### src/rtl/sn74181_vector_recorder_pkg.sv
// Shared field widths, vector layout and FSM encoding for the SN74181 vector recorder.
// The bit order matches the checker's .mem files: {s,m,ci_n,a,b,f,co_n,x,y,aeqb}.
package sn74181_vector_recorder_pkg;

  localparam int S_W    = 4;
  localparam int M_W    = 1;
  localparam int CI_W   = 1;
  localparam int A_W    = 4;
  localparam int B_W    = 4;
  localparam int F_W    = 4;
  localparam int CO_W   = 1;
  localparam int X_W    = 1;
  localparam int Y_W    = 1;
  localparam int AEQB_W = 1;

  localparam int IDX_W = S_W + M_W + CI_W + A_W + B_W;
  localparam int RES_W = F_W + CO_W + X_W + Y_W + AEQB_W;
  localparam int VEC_W = IDX_W + RES_W;
  // One bit wider than the index so a full 16384-vector sweep is countable.
  localparam int CNT_W = IDX_W + 1;

  typedef enum logic [2:0] {
    ST_IDLE    = 3'd0,
    ST_SETTLE  = 3'd1,
    ST_CAPTURE = 3'd2,
    ST_EMIT    = 3'd3,
    ST_DONE    = 3'd4
  } rec_state_t;

  function automatic logic [VEC_W-1:0] pack_vec(input logic [IDX_W-1:0] idx,
                                                input logic [RES_W-1:0] res);
    return {idx, res};
  endfunction

endpackage

### src/rtl/sn74181_settle_timer.sv
// Down-counter that holds the ALU inputs stable before its outputs are sampled.
// zero is high once the loaded count has been consumed.
module sn74181_settle_timer
  import sn74181_vector_recorder_pkg::*;
#(
  parameter int SETTLE_CYCLES = 2
) (
  input  logic clk,
  input  logic rst,
  input  logic load,
  input  logic dec,
  output logic zero
);

  localparam int TW = (SETTLE_CYCLES > 1) ? $clog2(SETTLE_CYCLES) : 1;

  logic [TW-1:0] cnt_q;

  always_ff @(posedge clk) begin
    if (rst) begin
      cnt_q <= '0;
    end else if (load) begin
      cnt_q <= TW'(SETTLE_CYCLES - 1);
    end else if (dec && (cnt_q != '0)) begin
      cnt_q <= cnt_q - TW'(1);
    end
  end

  assign zero = (cnt_q == '0);

endmodule

### src/rtl/sn74181_vector_recorder.sv
// Sweeps every {s,m,ci_n,a,b} combination into an SN74181, captures its outputs and
// streams each packed 22-bit result on a valid/ready interface for golden-file dumps.
//
//   state   | meaning
//   IDLE    | waiting for start
//   SETTLE  | ALU inputs held, settle timer running; outputs registered at timeout
//   CAPTURE | pack index and registered ALU outputs into vec_data
//   EMIT    | vec_valid high, waiting for vec_ready
//   DONE    | one-cycle done pulse after the final handshake
module sn74181_vector_recorder
  import sn74181_vector_recorder_pkg::*;
#(
  parameter int SETTLE_CYCLES = 2,
  parameter int VEC_LAST      = 16383
) (
  input  logic              clk,
  input  logic              rst,
  input  logic              start,
  output logic              busy,
  output logic              done,
  output logic [S_W-1:0]    alu_s,
  output logic              alu_m,
  output logic              alu_ci_n,
  output logic [A_W-1:0]    alu_a,
  output logic [B_W-1:0]    alu_b,
  input  logic [F_W-1:0]    alu_f,
  input  logic              alu_co_n,
  input  logic              alu_x,
  input  logic              alu_y,
  input  logic              alu_aeqb,
  output logic [VEC_W-1:0]  vec_data,
  output logic              vec_valid,
  input  logic              vec_ready,
  output logic              vec_last,
  output logic [CNT_W-1:0]  vec_count
);

  rec_state_t       state_q, state_d;
  logic [IDX_W-1:0] idx_q;
  logic [RES_W-1:0] res_q;
  logic [VEC_W-1:0] vec_data_q;
  logic             vec_last_q;
  logic [CNT_W-1:0] count_q;

  logic tmr_load, tmr_zero;
  logic accept, sample, capture, handshake;

  sn74181_settle_timer #(
    .SETTLE_CYCLES(SETTLE_CYCLES)
  ) u_timer (
    .clk (clk),
    .rst (rst),
    .load(tmr_load),
    .dec (state_q == ST_SETTLE),
    .zero(tmr_zero)
  );

  always_ff @(posedge clk) begin
    if (rst) state_q <= ST_IDLE;
    else     state_q <= state_d;
  end

  always_comb begin
    state_d   = state_q;
    tmr_load  = 1'b0;
    accept    = 1'b0;
    sample    = 1'b0;
    capture   = 1'b0;
    handshake = 1'b0;
    case (state_q)
      ST_IDLE: begin
        if (start) begin
          accept   = 1'b1;
          tmr_load = 1'b1;
          state_d  = ST_SETTLE;
        end
      end
      ST_SETTLE: begin
        if (tmr_zero) begin
          sample  = 1'b1;
          state_d = ST_CAPTURE;
        end
      end
      ST_CAPTURE: begin
        capture = 1'b1;
        state_d = ST_EMIT;
      end
      ST_EMIT: begin
        if (vec_ready) begin
          handshake = 1'b1;
          tmr_load  = !vec_last_q;
          state_d   = vec_last_q ? ST_DONE : ST_SETTLE;
        end
      end
      ST_DONE:  state_d = ST_IDLE;
      default:  state_d = ST_IDLE;
    endcase
  end

  // The final index is never incremented, so idx cannot wrap even at VEC_LAST=16383.
  always_ff @(posedge clk) begin
    if (rst) begin
      idx_q      <= '0;
      res_q      <= '0;
      vec_data_q <= '0;
      vec_last_q <= 1'b0;
      count_q    <= '0;
    end else begin
      if (accept) begin
        idx_q   <= '0;
        count_q <= '0;
      end
      if (sample) res_q <= {alu_f, alu_co_n, alu_x, alu_y, alu_aeqb};
      if (capture) begin
        vec_data_q <= pack_vec(idx_q, res_q);
        vec_last_q <= (idx_q == IDX_W'(VEC_LAST));
      end
      if (handshake) begin
        count_q    <= count_q + CNT_W'(1);
        vec_last_q <= 1'b0;
        if (!vec_last_q) idx_q <= idx_q + IDX_W'(1);
      end
    end
  end

  assign {alu_s, alu_m, alu_ci_n, alu_a, alu_b} = idx_q;

  assign busy      = (state_q == ST_SETTLE) || (state_q == ST_CAPTURE) || (state_q == ST_EMIT);
  assign done      = (state_q == ST_DONE);
  assign vec_valid = (state_q == ST_EMIT);
  assign vec_data  = vec_data_q;
  assign vec_last  = vec_last_q;
  assign vec_count = count_q;

endmodule

### config.mk
export PLATFORM = sky130hd
export DESIGN_NAME = sn74181_vector_recorder
export DESIGN_NICKNAME = d
export VERILOG_FILES = /design/src/rtl/sn74181_vector_recorder_pkg.sv /design/src/rtl/sn74181_settle_timer.sv /design/src/rtl/sn74181_vector_recorder.sv
export SDC_FILE = /design/constraint.sdc
export NUM_CORES = 1
export LEC_CHECK = 0
export CORE_ASPECT_RATIO = 0.9
export CORE_UTILIZATION = 45
export DETAILED_ROUTE_END_ITERATION = 10
export PLACE_DENSITY = 0.74
export SLEW_MARGIN = 20
export SYNTH_ARGS = -nofsm -noshare
export SYNTH_HDL_FRONTEND = slang
export SYNTH_HIERARCHICAL = 1
export SYNTH_SLANG_ARGS = --single-unit
### constraint.sdc
create_clock -name clk -period 2 [get_ports clk]
set_input_delay 0.4 -clock clk [delete_from_list [all_inputs] [get_ports clk]]
set_output_delay 0.4 -clock clk [all_outputs]
set_load 0.005 [all_outputs]
# == Word level (Yosys, flattened, before mapping) ==
# Index checks and enable logic that the tools add are counted.
# classes
addsub,3
n_eq_ne,8
muxes,21
n_reduce_logical,9
# ops
operator,count
$mux W14,3
$mux W15,2
$add A15 B1 Y15 const B,1
$add A14 B1 Y14 const B,1
$eq A14 B14 Y1 const B,1
$mux W3,4
$pmux W3 S4,1
$mux W1,10
$eq A3 B2 Y1 const B,2
$ne A2 B2 Y1 const B,2
$reduce_bool A2 Y1,2
$eq A3 B1 Y1 const B,1
$eq A3 B3 Y1 const B,1
$logic_not A3 Y1,1
$reduce_and A3 Y1,1
$logic_or A1 B1 Y1,2
$ne A2 B1 Y1 const B,1
$pmux W1 S2,1
$reduce_or A2 Y1,1
$logic_and A1 B1 Y1,1
$logic_not A1 Y1,1
$sub A1 B1 Y1 const B,1
# totals
register_bits,64
in_bits,12
out_inout_bits,55
elab_cells,48

# == Logic depth before layout (Yosys ltp) ==
# Gate-level depths: netlist of the first run.
# logic_depth
ltp_word,5
mapped_depth,6
depth_no_buf,5

# == Cells and area by module ==
# Netlist of the first run, hierarchy kept.
# by_module_without_submodules
module,instances,cells_per_inst,area_per_inst_um2,seq_area_each_um2
sn74181_vector_recorder,1,320,2678.8,1261.2
sn74181_settle_timer,1,5,42.5,20.0

# == Worst setup path before layout of the first run ==
# Ideal clock, no wire load.
# synth_path
path_type,register to register
from,"register count_q[0], in the netlist vec_count[0]"
to,"register count_q[14], in the netlist vec_count[14]"
setup_ns,0.070
t_arrival_ns,1.656
t_required_ns,1.930
setup_slack_ns,0.274
path_stages_with_launch,6
path_buffers,0
synth_period_minus_slack_ns,1.726
path_cell_list,dfxtp_1 > ha_1 > nand3_1 > or4_1 > or3_1 > a21oi_1
# synth_via
elab_chain_len,2
# synth_rtl
element,line,text
from (decl),sn74181_vector_recorder.sv:43,logic [CNT_W-1:0] count_q;
from (signal assigned),sn74181_vector_recorder.sv:119,count_q <= count_q + CNT_W'(1);
$add A15 B1 Y15,sn74181_vector_recorder.sv:119,
$mux W15,sn74181_vector_recorder.sv:118,if (handshake) begin
# No other way between the ends.
# A chain may end at the register's enable or synchronous reset.

# == Worst setup path in the final report of the first run ==
# layout_path
from,input vec_ready
to,register idx_q[6]
# layout_via
elab_chain_len,3
# layout_rtl
element,line,text
from (decl),sn74181_vector_recorder.sv:33,"input logic vec_ready,"
$mux W1,sn74181_vector_recorder.sv:89,if (vec_ready) begin
$mux W1,sn74181_vector_recorder.sv:70,case (state_q)
$mux W14,sn74181_vector_recorder.sv:118,
to (signal assigned),sn74181_vector_recorder.sv:121,if (!vec_last_q) idx_q <= idx_q + IDX_W'(1);
to (decl),sn74181_vector_recorder.sv:39,logic [IDX_W-1:0] idx_q;
# No other way between the ends.

==> qor.txt, run 1 <==
Hold WC Path Type: in2reg
critical path capture point type: flip-flop
Synth top area share: 0.471
DR vias: 2648
RSZ-0062 raised after global routing: yes
final instance area: 3910 sq um
CTS tree: yes
Net Count, Synth: 339
most frequent cells in the layout: clkdlybuf4s50_1, dfxtp_1, nand2_1
Final Setup Violations: 0
later-pin clock latency in the skew report: 0.34 ns
#FFs+latches synth: 64
# IOs: 67
Core Util, Final: 0.679
full die area: 6360 sq um
CTS clk-pin slew, worst paths: 0.07 ns
WL/cell: 13.9 microns
Filler Cell Count: 477
global route total overflow: 0
period utilisation layout: 0.992
# rows: 26
worst-margin pin slew: 0.584 ns
via/cell ratio: 5.39
area taken by flip-flops and latches: 1280 sq um
Netlist cell types: 42
Initial Util: 0.473
layout cell share with drive strength beyond 1: 0.162
ys async rst share: 0
max-cap violation count: 0
clk root buf: clkbuf_8
status: finished, violations left
Power Dens Cells: 778 nW/um^2
Final min period: 1.98 ns
Critical Path RT: 2.27 ns
Post-Synthesis Cells: 325
Setup Skew: 0.00637 ns
Mean Syn Cell Area: 8.37 sq um
worst setup path start: vec_ready
Max Slew Vio Count: 0
Max-slew headroom: 0.610
vias in the first global route: 2257
Pre-antenna DRT Iters: 8
multi-input gate area in the final layout: 1360 sq um
Leakage: 0.00140 uW
DRC errors left: 12
final hold vios: 0
die width: 84.0 microns
hpwl dp: 4770 microns
core area: 5760 sq um
cts bufs inserted: 9
DRT iter0 DRCs: 95
Nets: 430
most common library cell in the layout ignoring fill and taps: clkdlybuf4s50_1
Setup TNS: 0 ns
first-pass GRT wire length: 10700 microns
pin count of the biggest net entering global routing: 24
WL final: 6840 microns
register area share after synthesis: 0.471
Placed Area: 3640 sq um
Worst Setup Path Type: in2reg
worst hold slack: 0.451 ns
pre-CTS WS: -0.303 ns
Tot GR Track Use: 0.218
CP Launch Type: primary input
DRT antenna net count: 0
Synth area leader: dfxtp_1
Worst Slack Setup Final: 0.0155 ns
maximum vdd drop: 617 uV
failing checks: DRC
hold buffers post-CTS: 0
maximum clock frequency: 0.504 GHz
Max clock buf depth: 2
GP Congestion: 0.829
crit-path max FO: 6
Critical Path AT: 2.25 ns
number of diodes: 0
Die Y: 75.8 microns
Yosys warnings: 6
Area Growth Syn to Fin: 43.7%
HP Start: rst
synth top area cells: dfxtp_1, nand2_1, a21oi_1
H-tree lvl count: 3
Cell Area, Synth: 2720 sq um
Buffers on Ports: 66
initial antenna violation count: 0
clock sinks: 64
r2r startpoint: state_q[0]
number of synthesized flops with an enable pin: 0
ys flop type: dfxtp_1
[critical path: stages]
cell             delay [ns]
clkdlybuf4s50_1        0.49
nand4b_1               0.17
buf_4                  0.20
or3_1                  0.43
or4_1                  0.48
o21ai_0                0.08
[power by group]
part	leakage (uW)	internal [uW]	switching [uW]
logic	0.000759	170	192
clock network	0.000124	862	491
registers	0.000517	1310	19.9
[stage by stage]
| step | power [uW] | std cells |
|---|---|---|
| 3_3_place_gp | 1710 | 475 |
| 6_report | 3040 | 491 |
| 4_1_cts | 3070 | 491 |
| 3_5_place_dp | 1710 | 475 |
| 2_1_floorplan | 1560 | 325 |
| 5_1_grt | 3160 | 491 |
[logic make-up after synthesis]
| family | share of synthesized area |
|---|---|
| AO/OA/AOI/OAI | 0.144 |
| XOR/XNOR | 0.0129 |
| adder cells (fa/ha/maj) | 0.00919 |
| buffers and inverters | 0.0382 |
| flip-flops | 0.471 |
| multiplexers | 0.0478 |
| AND/OR/NAND/NOR | 0.277 |
[cell type report]
type                            count  area share
Multi-Input combinational cell    237       0.348
Sequential cell                    64       0.328
Timing Repair Buffer              101       0.236
Clock buffer                       11      0.0362
Clock inverter                      5      0.0266
Tap cell                           70      0.0224
Inverter                            3     0.00288
[cell usage after synthesis, types with 2 or more instances]
cell      count
and2_1        2
or2_2         7
a31oi_1       2
nor2_1       20
o21ai_0       6
xor2_1        3
nor3b_1       4
a311oi_1      2
buf_2         5
and3_1        3
and3b_1       2
nor2b_1       2
clkbuf_1     15
dfxtp_1      64
and4_1        2
ha_1          2
or4_1         6
o211ai_1      7
nand3_1      14
nand4_1       3
nand2b_1      2
a21oi_1      40
o31ai_1       2
inv_1         3
or3_1        11
mux2i_1      13
nand2_1      62
nor3_1        7
[layer usage]
| metal | global-route usage | wire length [microns] | share of wire | vias to the layer above |
|---|---|---|---|---|
| met4 | 0.0613 | 74 | 0.011 | 0 |
| met3 | 0.0813 | 453 | 0.066 | 7 |
| met1 | 0.288 | 3160 | 0.46 | 1241 |
| met5 | 0 | 0 | 0 | - |
| met2 | 0.341 | 3150 | 0.46 | 73 |
| li1 | - | - | - | 1327 |
[state kept, by name, summed over array words and instances (netlist names)]
name and flops:
vec_last 1, idx_q 14, vec_data 22, res_q 8, vec_count 15, u_timer/cnt_q 1, state_q 3
[path summary, 6_finish.rpt]
check | end | slack, ns | cells after the start
setup / recovery | idx_q[6] | 0.02 | 6
hold / removal | vec_count[1] | 0.45 | 2
setup reg to reg | idx_q[6] | 0.17 | 5
hold reg to reg | vec_data[5] | 0.45 | 2
[timing repair]
action                                  in CTS  in global routing
gates resized for setup                      0                  7
endpoints found under the setup margin       0                  9
setup buffers                                0                  0
hold endpoints to repair                     0                  0
No activity file was read; power rests on OpenSTA's default activity.
==> inputs of run 2 (changes only) <==
--- a/config.mk
+++ b/config.mk
@@ -7,6 +7,7 @@
 export LEC_CHECK = 0
 export CORE_ASPECT_RATIO = 0.9
 export CORE_UTILIZATION = 45
+export CTS_CLUSTER_SIZE = 25
 export DETAILED_ROUTE_END_ITERATION = 10
 export PLACE_DENSITY = 0.74
 export SLEW_MARGIN = 20
==> results of run 2 <==
Final layout, timing and power as in run 1 (identical DEF).
==> inputs of run 3 (changes only) <==
--- a/config.mk
+++ b/config.mk
@@ -5,13 +5,14 @@
 export SDC_FILE = /design/constraint.sdc
 export NUM_CORES = 1
 export LEC_CHECK = 0
+export CELL_PAD_IN_SITES_DETAIL_PLACEMENT = 0
+export CELL_PAD_IN_SITES_GLOBAL_PLACEMENT = 2
 export CORE_ASPECT_RATIO = 0.9
-export CORE_UTILIZATION = 45
+export CORE_UTILIZATION = 30
 export CTS_CLUSTER_SIZE = 25
 export DETAILED_ROUTE_END_ITERATION = 10
-export PLACE_DENSITY = 0.74
+export PLACE_DENSITY = 0.84
 export SLEW_MARGIN = 20
 export SYNTH_ARGS = -nofsm -noshare
 export SYNTH_HDL_FRONTEND = slang
-export SYNTH_HIERARCHICAL = 1
 export SYNTH_SLANG_ARGS = --single-unit
==> constraint.sdc (replaced) <==
create_clock -name clk -period 2.4 [get_ports clk]
set_input_delay 0.48 -clock clk [delete_from_list [all_inputs] [get_ports clk]]
set_output_delay 0.48 -clock clk [all_outputs]
set_load 0.005 [all_outputs]
==> qor.txt, run 3 <==
Yosys warnings: 0
initial antenna violation count: 0
Post-Synthesis Cells: 331
compound-gate portion of the synthesized area: 0.155
CP Launch Type: flip-flop
most common cell in the netlist: nand2_1
first-pass GRT wire length: 11700 microns
critical path capture point type: output pin
register area share after synthesis: 0.472
maximum clock frequency: 0.469 GHz
Tot GR Track Use: 0.160
#FFs+latches synth: 64
most common library cell in the layout ignoring fill and taps: nand2_1
Post-Synth Adder-Cell Area: 0.00922
final hold vios: 0
layout cell share with drive strength beyond 1: 0.0961
HP Start: vec_data[15]
post_cts resized: 0
most frequent cells in the layout: nand2_1, clkdlybuf4s50_1, dfxtp_1
Simple-Gate Fraction of Synth Area: 0.296
CTS tree: yes
Max-slew headroom: 0.708
# rows: 32
Area Growth Syn to Fin: 38.3%
number of synthesized flops with an enable pin: 0
Die Y: 92.2 microns
Synth area leader: dfxtp_1
Leakage: 0.00127 uW
worst hold slack: 0.452 ns
die width: 102 microns
Critical Path AT: 1.65 ns
clk root buf: clkbuf_8
crit-path max FO: 15
Max clock buf depth: 2
synth top area cells: dfxtp_1, nand2_1, a21oi_1
max-cap violation count: 0
Buffers on Ports: 66
clock sinks: 64
Setup TNS: 0 ns
core area: 8690 sq um
ys flop type: dfxtp_1
Net Count, Synth: 345
DR vias: 2600
pin count of the biggest net entering global routing: 34
Critical Path RT: 1.92 ns
Setup Skew: 0.00816 ns
full die area: 9430 sq um
Synth top cells by count: nand2_1, dfxtp_1, a21oi_1, nor2_1, clkbuf_1
routing usage on met1: 0.210
DRT iter0 DRCs: 95
Reg2Reg Depth: 4
Final Setup Violations: 0
hold buffers post-CTS: 0
FF-to-FF setup slack: 0.42 ns
Mean Syn Cell Area: 8.20 sq um
Final min period: 2.13 ns
via/cell ratio: 4.95
RSZ-0062 raised after global routing: no
Pre-antenna DRT Iters: 4
later-pin clock latency in the skew report: 0.33 ns
RR Endpoint: vec_count[5]
final instance area: 3750 sq um
max reg flops: 22
Max Slew Vio Count: 0
Worst Setup Path Type: reg2out
DRT antenna net count: 0
number of diodes: 0
Post-Synth XOR/XNOR Area: 0.0161
period utilisation layout: 0.889
hpwl dp: 4910 microns
WL final: 7120 microns
mux contribution to synthesized area: 0.0231
gr busiest metal: met2
Initial Util: 0.312
Setup Buffers After CTS: 0
Cell Area, Synth: 2710 sq um
WHS Endpoint: vec_data[15]
Netlist cell types: 47
H-tree lvl count: 3
largest family of logic cells by synthesized area: simple AND/OR/NAND/NOR gates
DRC errors left: 0
CTS clk-pin slew, worst paths: 0.07 ns
cts bufs inserted: 9
WL/cell: 13.6 microns
maximum vdd drop: 233 uV
global route total overflow: 0
Synth top area share: 0.472
Power Dens Cells: 596 nW/um^2
Hold WC Path Type: reg2reg
# IOs: 67
grt met2 use: 0.254
ys async rst share: 0
GR met3 Demand/Resource: 0.0473
GP Congestion: 0.768
Worst Hold Path Cells: 2
status: finished clean
Placed Area: 3550 sq um
worst-margin pin slew: 0.438 ns
r2r startpoint: state_q[1]
Nets: 416
vias in the first global route: 2394
[run 3: power breakdown]
part / switching [uW] / internal, uW
logic: 103 / 71.7
registers: 20.1 / 1080
clock network: 402 / 560
total: 525 / 1710
[run 3: how the worst max path moves through the flow]
stage / startpoint / to / slack, ns / cells past startpoint
after floorplan: idx_q[3] / vec_last / 0.78 / 4
after global placement: vec_ready / vec_count[9] / 0.10 / 5
after detailed placement: vec_ready / vec_count[9] / 0.08 / 5
after CTS: state_q[1] / done / 0.26 / 3
after global routing: state_q[1] / done / 0.12 / 3
final: state_q[1] / done / 0.27 / 3
[run 3: critical path: stages, from the launching register on]
cell and delay [ns]:
dfxtp_1 0.59, nor2_1 0.12, and2_1 0.17, clkdlybuf4s50_1 0.44
[run 3: stage by stage]
step / std cells / util / total power (uW) / setup slack [ns]
6_report: 525 / 0.432 / 2240 / 0.267
2_1_floorplan: 331 / - / 1220 / 0.779
3_3_place_gp: 510 / 0.408 / 1300 / 0.104
4_1_cts: 525 / 0.432 / 2270 / 0.261
5_1_grt: 525 / 0.432 / 2330 / 0.118
3_5_place_dp: 510 / 0.408 / 1300 / 0.0818
[run 3: layer usage]
metal / share of wire / vias to the layer above
li1: - / 1315
met2: 0.48 / 56
met5: 0 / -
met1: 0.48 / 1222
met4: 0.0098 / 0
met3: 0.036 / 7
[run 3: layout make-up]
class / instances / area (sq um)
clock buffer: 13 / 169
clock inverter: 2 / 37.5
fill: 942 / 4940
inverter: 1 / 3.75
multi-input combinational: 247 / 1360
sequential: 64 / 1280
tap: 119 / 149
timing repair buffer: 79 / 753
[run 3: kinds of logic after synthesis]
logic type / after synthesis
adder cells (fa/ha/maj): 2
AND/OR/NAND/NOR: 162
AO/OA/AOI/OAI: 72
XOR/XNOR: 5
flip-flops: 64
buffers and inverters: 20
multiplexers: 6
